<file path="config.mk">
export PLATFORM = sky130hd
export DESIGN_NAME = cover_toggle_collector
export DESIGN_NICKNAME = d
export VERILOG_FILES = /design/src/rtl/cover_toggle_collector.sv
export SDC_FILE = /design/constraint.sdc
export NUM_CORES = 1
export LEC_CHECK = 0
export ABC_CLOCK_PERIOD_IN_PS = 5480
export BUFFER_PORTS_ARGS = -buffer_cell sky130_fd_sc_hd__buf_2
export CAP_MARGIN = 20
export CORE_ASPECT_RATIO = 0.75
export CORE_UTILIZATION = 58
export CTS_BUF_LIST = sky130_fd_sc_hd__clkbuf_2
export DETAILED_ROUTE_END_ITERATION = 8
export PLACE_DENSITY = 0.83
export SLEW_MARGIN = 10
export SYNTH_ARGS = -nofsm -noshare
export SYNTH_HDL_FRONTEND = slang
export SYNTH_SLANG_ARGS = --single-unit
</file>
<file path="constraint.sdc">
create_clock -name clock -period 5.48 [get_ports clock]
set_input_delay 0.548 -clock clock [delete_from_list [all_inputs] [get_ports clock]]
set_output_delay 0.548 -clock clock [all_outputs]
set_load 0.01 [all_outputs]
</file>
<file path="src/rtl/cover_toggle_collector.sv">
// ============================================================================
// Module   : cover_toggle_collector
// Purpose  : On-chip toggle cover collector: sticky hit bitmap, saturating
//            per-point hit counters and a valid/ready stream of first hits.
// Revision : 1.0 - initial release
// ============================================================================
`default_nettype none

module cover_toggle_collector #(
    parameter int WIDTH       = 39,
    parameter int COVER_INDEX = 0,
    parameter int COVER_TOTAL = 10906,
    parameter int CNT_W       = 8,
    parameter int SEL_W       = (WIDTH > 1) ? $clog2(WIDTH) : 1
) (
    input  logic                         clock,
    input  logic                         reset,
    input  logic [WIDTH-1:0]             valid,
    input  logic                         enable,
    input  logic                         clear,
    output logic                         out_valid,
    input  logic                         out_ready,
    output logic [63:0]                  out_index,
    input  logic [SEL_W-1:0]             rd_sel,
    output logic [CNT_W-1:0]             rd_count,
    output logic [$clog2(WIDTH+1)-1:0]   covered_count,
    output logic                         all_covered
);

    localparam int               c_cov_w   = $clog2(WIDTH + 1);
    localparam logic [CNT_W-1:0] c_cnt_max = '1;
    localparam logic [0:0]       c_idle    = 1'b0;
    localparam logic [0:0]       c_present = 1'b1;

    generate
        if (COVER_INDEX + WIDTH > COVER_TOTAL) begin : g_bad_range
            $error("cover_toggle_collector: COVER_INDEX+WIDTH exceeds COVER_TOTAL");
        end
        if (WIDTH < 1 || WIDTH > 1024 || CNT_W < 1 || CNT_W > 32) begin : g_bad_param
            $error("cover_toggle_collector: WIDTH or CNT_W out of range");
        end
    endgenerate

    logic [WIDTH-1:0]   r_hit;
    logic [WIDTH-1:0]   r_pending;
    logic [CNT_W-1:0]   r_cnt [WIDTH];
    logic [0:0]         r_state;
    logic [63:0]        r_out_index;
    logic [CNT_W-1:0]   r_rd_count;
    logic [c_cov_w-1:0] r_covered;
    logic               r_all;

    logic [WIDTH-1:0]   w_acc;
    logic [WIDTH-1:0]   w_new;
    logic [WIDTH-1:0]   w_low_onehot;
    logic [63:0]        w_low_index;
    logic               w_any;
    logic               w_load;
    logic [CNT_W-1:0]   w_rd_mux;
    logic [c_cov_w-1:0] w_popcount;

    // Priority pick of the lowest pending point; only registered pending
    // bits take part, so hits landing this edge wait one cycle.
    always_comb begin
        w_acc        = valid & {WIDTH{enable}};
        w_new        = w_acc & ~r_hit;
        w_any        = |r_pending;
        w_low_onehot = '0;
        w_low_index  = '0;
        for (int i = WIDTH - 1; i >= 0; i--) begin
            if (r_pending[i]) begin
                w_low_onehot    = '0;
                w_low_onehot[i] = 1'b1;
                w_low_index     = 64'(i);
            end
        end
        w_load = w_any && ((r_state == c_idle) || out_ready);
    end

    always_comb begin
        w_popcount = '0;
        for (int i = 0; i < WIDTH; i++) begin
            w_popcount = w_popcount + c_cov_w'(r_hit[i]);
        end
        w_rd_mux = '0;
        for (int i = 0; i < WIDTH; i++) begin
            if (int'(rd_sel) == i) begin
                w_rd_mux = r_cnt[i];
            end
        end
    end

    always_ff @(posedge clock) begin
        if (reset || clear) begin
            r_hit       <= '0;
            r_pending   <= '0;
            r_state     <= c_idle;
            r_out_index <= '0;
            r_rd_count  <= '0;
            r_covered   <= '0;
            r_all       <= 1'b0;
        end else begin
            r_hit      <= r_hit | w_new;
            r_pending  <= (w_load ? (r_pending & ~w_low_onehot) : r_pending) | w_new;
            r_rd_count <= w_rd_mux;
            r_covered  <= w_popcount;
            r_all      <= (w_popcount == c_cov_w'(WIDTH));
            case (r_state)
                c_idle: begin
                    if (w_any) begin
                        r_state     <= c_present;
                        r_out_index <= 64'(COVER_INDEX) + w_low_index;
                    end
                end
                default: begin
                    if (out_ready) begin
                        if (w_any) begin
                            r_out_index <= 64'(COVER_INDEX) + w_low_index;
                        end else begin
                            r_state <= c_idle;
                        end
                    end
                end
            endcase
        end
    end

    generate
        for (genvar g = 0; g < WIDTH; g++) begin : g_cnt
            always_ff @(posedge clock) begin
                if (reset || clear) begin
                    r_cnt[g] <= '0;
                end else if (w_acc[g] && (r_cnt[g] != c_cnt_max)) begin
                    r_cnt[g] <= r_cnt[g] + CNT_W'(1);
                end
            end
        end
    endgenerate

    assign out_valid     = (r_state == c_present);
    assign out_index     = r_out_index;
    assign rd_count      = r_rd_count;
    assign covered_count = r_covered;
    assign all_covered   = r_all;

endmodule

`default_nettype wire

</file>
==> results.cfg <==
[global_routing]
track_usage_pct = 31.8
grt_start_max_net_pins = 82
antenna_found_initial = 5
grt_pass1_wl_um = 110000
grtUsageMet3_pct = 9.64
grt_pass1_vias = 19700
met2_usage_pct = 46.2
busiest_layer = met2
grt_util_met1_pct = 45.1
grt_overflow = 0

[clock_tree]
clk_latency_ns = 1.11
cts_tree = built
clock_sinks = 412
clkTransAtPathRegs_ns = 0.11
cts-root-buf = clkbuf_2
cts_buffer_depth = 3
ctsHtreeMaxLevel = 3
cts_buffers = 99

[power]
max-vdd-ir-drop_v = 0.000226
p_per_area_nw_per_um2 = 260
power_leakage_uw = 0.0103
p_total_uw = 7010

[min_path]
min_to = r_hit[37]$_SDFF_PN0_
min_path_type = primary input to flop
hp-start = enable
hold_depth = 3

[place]
dp_hpwl_um = 50000
io_buffers = 71
place_inst = 3136
routabilityCongestion = 1.02
place_area_um2 = 25400

[worst_setup_path]
path_class = flop to flop
cp.required_ns = 6.50
r2r_cells = 20
critPathMaxFanout = 3
endpoint_kind = flop
reg2reg_to = all_covered$_SDFF_PN0_
startpoint = r_hit[11]$_SDFF_PN0_
r2r_start = r_hit[11]$_SDFF_PN0_
arrival_ns = 6.58
rrSetupSlack_ns = -0.09
start_kind = flop

[final_layout]
final_util_pct = 63.7
final_nets = 2852
final_common_cell = nor2_1
finalInstanceArea_um2 = 26900
fill_cells = 3461
mostFrequentLayoutCells = 463 x nor2_1, 312 x edfxtp_1, 238 x nand3_1
syn_to_final_growth_pct = 7.76
drive_gt1_share_pct = 12.7
finalNonFillerCells = 3380

[timing]
layout_min_cycle_time_ns = 5.57
relSlewSlack_pct = 27.3
fmax_mhz = 180
hold_viol_final = 0
final.setup.tns_ns = -0.156
slew_violations = 0
worst_pin_slew_ns = 1.09
setup_viol_count_final = 2
finalCritPeriodShare_pct = 102
rsz0062_at_grt = yes
clock_skew_ns = 0.0695
worst_slack_ns = -0.0874

[logic_synthesis]
synth.distinct_cells = 97
synth_edf_count = 312
synth_ff_type = edfxtp_1
synth-seq-cells = 412
synth_area_um2 = 25000
synthCells = 2600
synth_top_area_cell = edfxtp_1
async_flop_share_pct = 0
synthTopCellsByArea = edfxtp_1 37%, dfxtp_1 8.0%, nor2_1 7.0%
synth_seq_area_share_pct = 45.5
ys_warn_count = 0
netlist.area_leader.share_pct = 37.5
avgSynthCellArea_um2 = 9.61

[routing]
routed_wl_um = 71000
drcViolationCount = 0
dr_total_vias = 21300
drtPass1Iterations = 6
drtIter0Drc = 2929
wl_per_cell_um = 21.0
final_antenna_net_count = 0
avgViaCountPerCell = 6.31

[die]
io-pin-count = 130
initial_core_util_pct = 59.1
fp.dieW_um = 242
core_area_um2 = 42300
dieArea_um2 = 43900
rows = 65
die_h_um = 182

[outcome]
violations = setup timing
status = finished, violations left

[run]
cap_violations = 0
## state kept, by name, summed over array words and instances, names as in the netlist
name / flops
all_covered: 1
rd_count: 8
r_hit: 39
r_pending: 39
out_valid: 1
r_cnt: 312
covered_count: 6
out_index: 6
## kinds of logic after synthesis
group / synth area share (%)
flops: 45.5
simple gates: 20.9
other cells: 0.0150
mux: 3.63
fa+ha+maj: 4.91
compound gates: 11.0
xor+xnor: 8.31
buf+inv: 5.70
## power breakdown
part | leakage (uW) | switching (uW) | internal [uW]
logic | 0.00519 | 673 | 405
registers | 0.00437 | 216 | 3510
clock network | 0.000725 | 1360 | 842
total | 0.0103 | 2250 | 4760
## layout make-up
cell class / count / area [um2] / area share (%)
Inverter: 106 / 398 / 1.48
Antenna cell: 5 / 12.5 / 0.0465
Multi-Input combinational cell: 1962 / 12500 / 46.3
Clock inverter: 32 / 191 / 0.711
Clock buffer: 153 / 766 / 2.84
Timing Repair Buffer: 141 / 1010 / 3.76
Tap cell: 569 / 712 / 2.64
Sequential cell: 412 / 11400 / 42.3
## through the flow
| step | hold slack [ns] | worst slack [ns] |
|---|---|---|
| after floorplan | 0.434 | 0.327 |
| after global placement | 0.445 | 0.0798 |
| after detailed placement | 0.454 | -0.122 |
| after CTS | 0.00171 | -0.115 |
| after global routing | 0.0921 | -0.304 |
| final | 0.122 | -0.0874 |
## how the worst max path moves through the flow
stage	cells past startpoint	endpoint	slack [ns]
floorplan	20	all_covered$_SDFF_PN0_	0.33
global placement	20	all_covered$_SDFF_PN0_	0.08
detailed placement	20	all_covered$_SDFF_PN0_	-0.12
CTS	20	all_covered$_SDFF_PN0_	-0.12
global route	20	all_covered$_SDFF_PN0_	-0.30
finish	20	all_covered$_SDFF_PN0_	-0.09
## cells in the mapped netlist, types with 6 or more instances
cell type and n:
nor2b_1 11, buf_6 8, mux4_2 12, a22oi_1 6, o21ai_0 83, and4_1 7
ha_1 50, xnor2_1 78, a211oi_1 10, o211ai_1 15, o21ai_1 7, edfxtp_1 312
nor2_1 465, buf_1 12, dfxtp_1 100, mux2i_1 40, xor2_1 159, o221ai_1 20
buf_4 68, and2_1 13, a221o_1 6, inv_1 105, nand4_1 64, nand3_1 238
a21oi_1 146, o22ai_1 20, nor3_1 20, mux2_2 21, and3_1 50, nand3b_1 16
a32oi_1 10, a31oi_1 13, nand2_1 140, o41ai_1 6, fa_1 30, buf_2 37
nor4_1 10, nand2b_1 6, or2_2 9, o31ai_1 16, clkbuf_1 52
## per-layer routing
| metal | share of wire (%) | up-vias |
|---|---|---|
| met5 | 0.027 | - |
| met4 | 3.0 | 2 |
| met3 | 14 | 158 |
| met2 | 43 | 1395 |
| met1 | 40 | 10200 |
| li1 | - | 9571 |
## timing repair
item | 4_1_cts | 5_1_grt
buffers inserted | 3 | 1
pin swaps | 10 | 10
gates resized for setup | 13 | 9
hold endpoints to repair | 82 | 0
hold buffers | 49 | 0
setup endpoints to repair | 2 | 3
## critical path, stage by stage (launching register included)
cell	delay (ns)
dfxtp_2	0.35
fa_1	0.55
inv_1	0.05
fa_1	0.50
inv_2	0.04
fa_1	0.55
fa_1	0.46
fa_1	0.58
inv_2	0.05
fa_1	0.45
fa_1	0.49
inv_1	0.05
fa_2	0.34
inv_2	0.06
fa_2	0.21
inv_2	0.04
a21oi_2	0.13
o21bai_1	0.10
xnor2_1	0.24
nand2_1	0.10
nor4_2	0.15
Power figures use the tool's default switching activity.
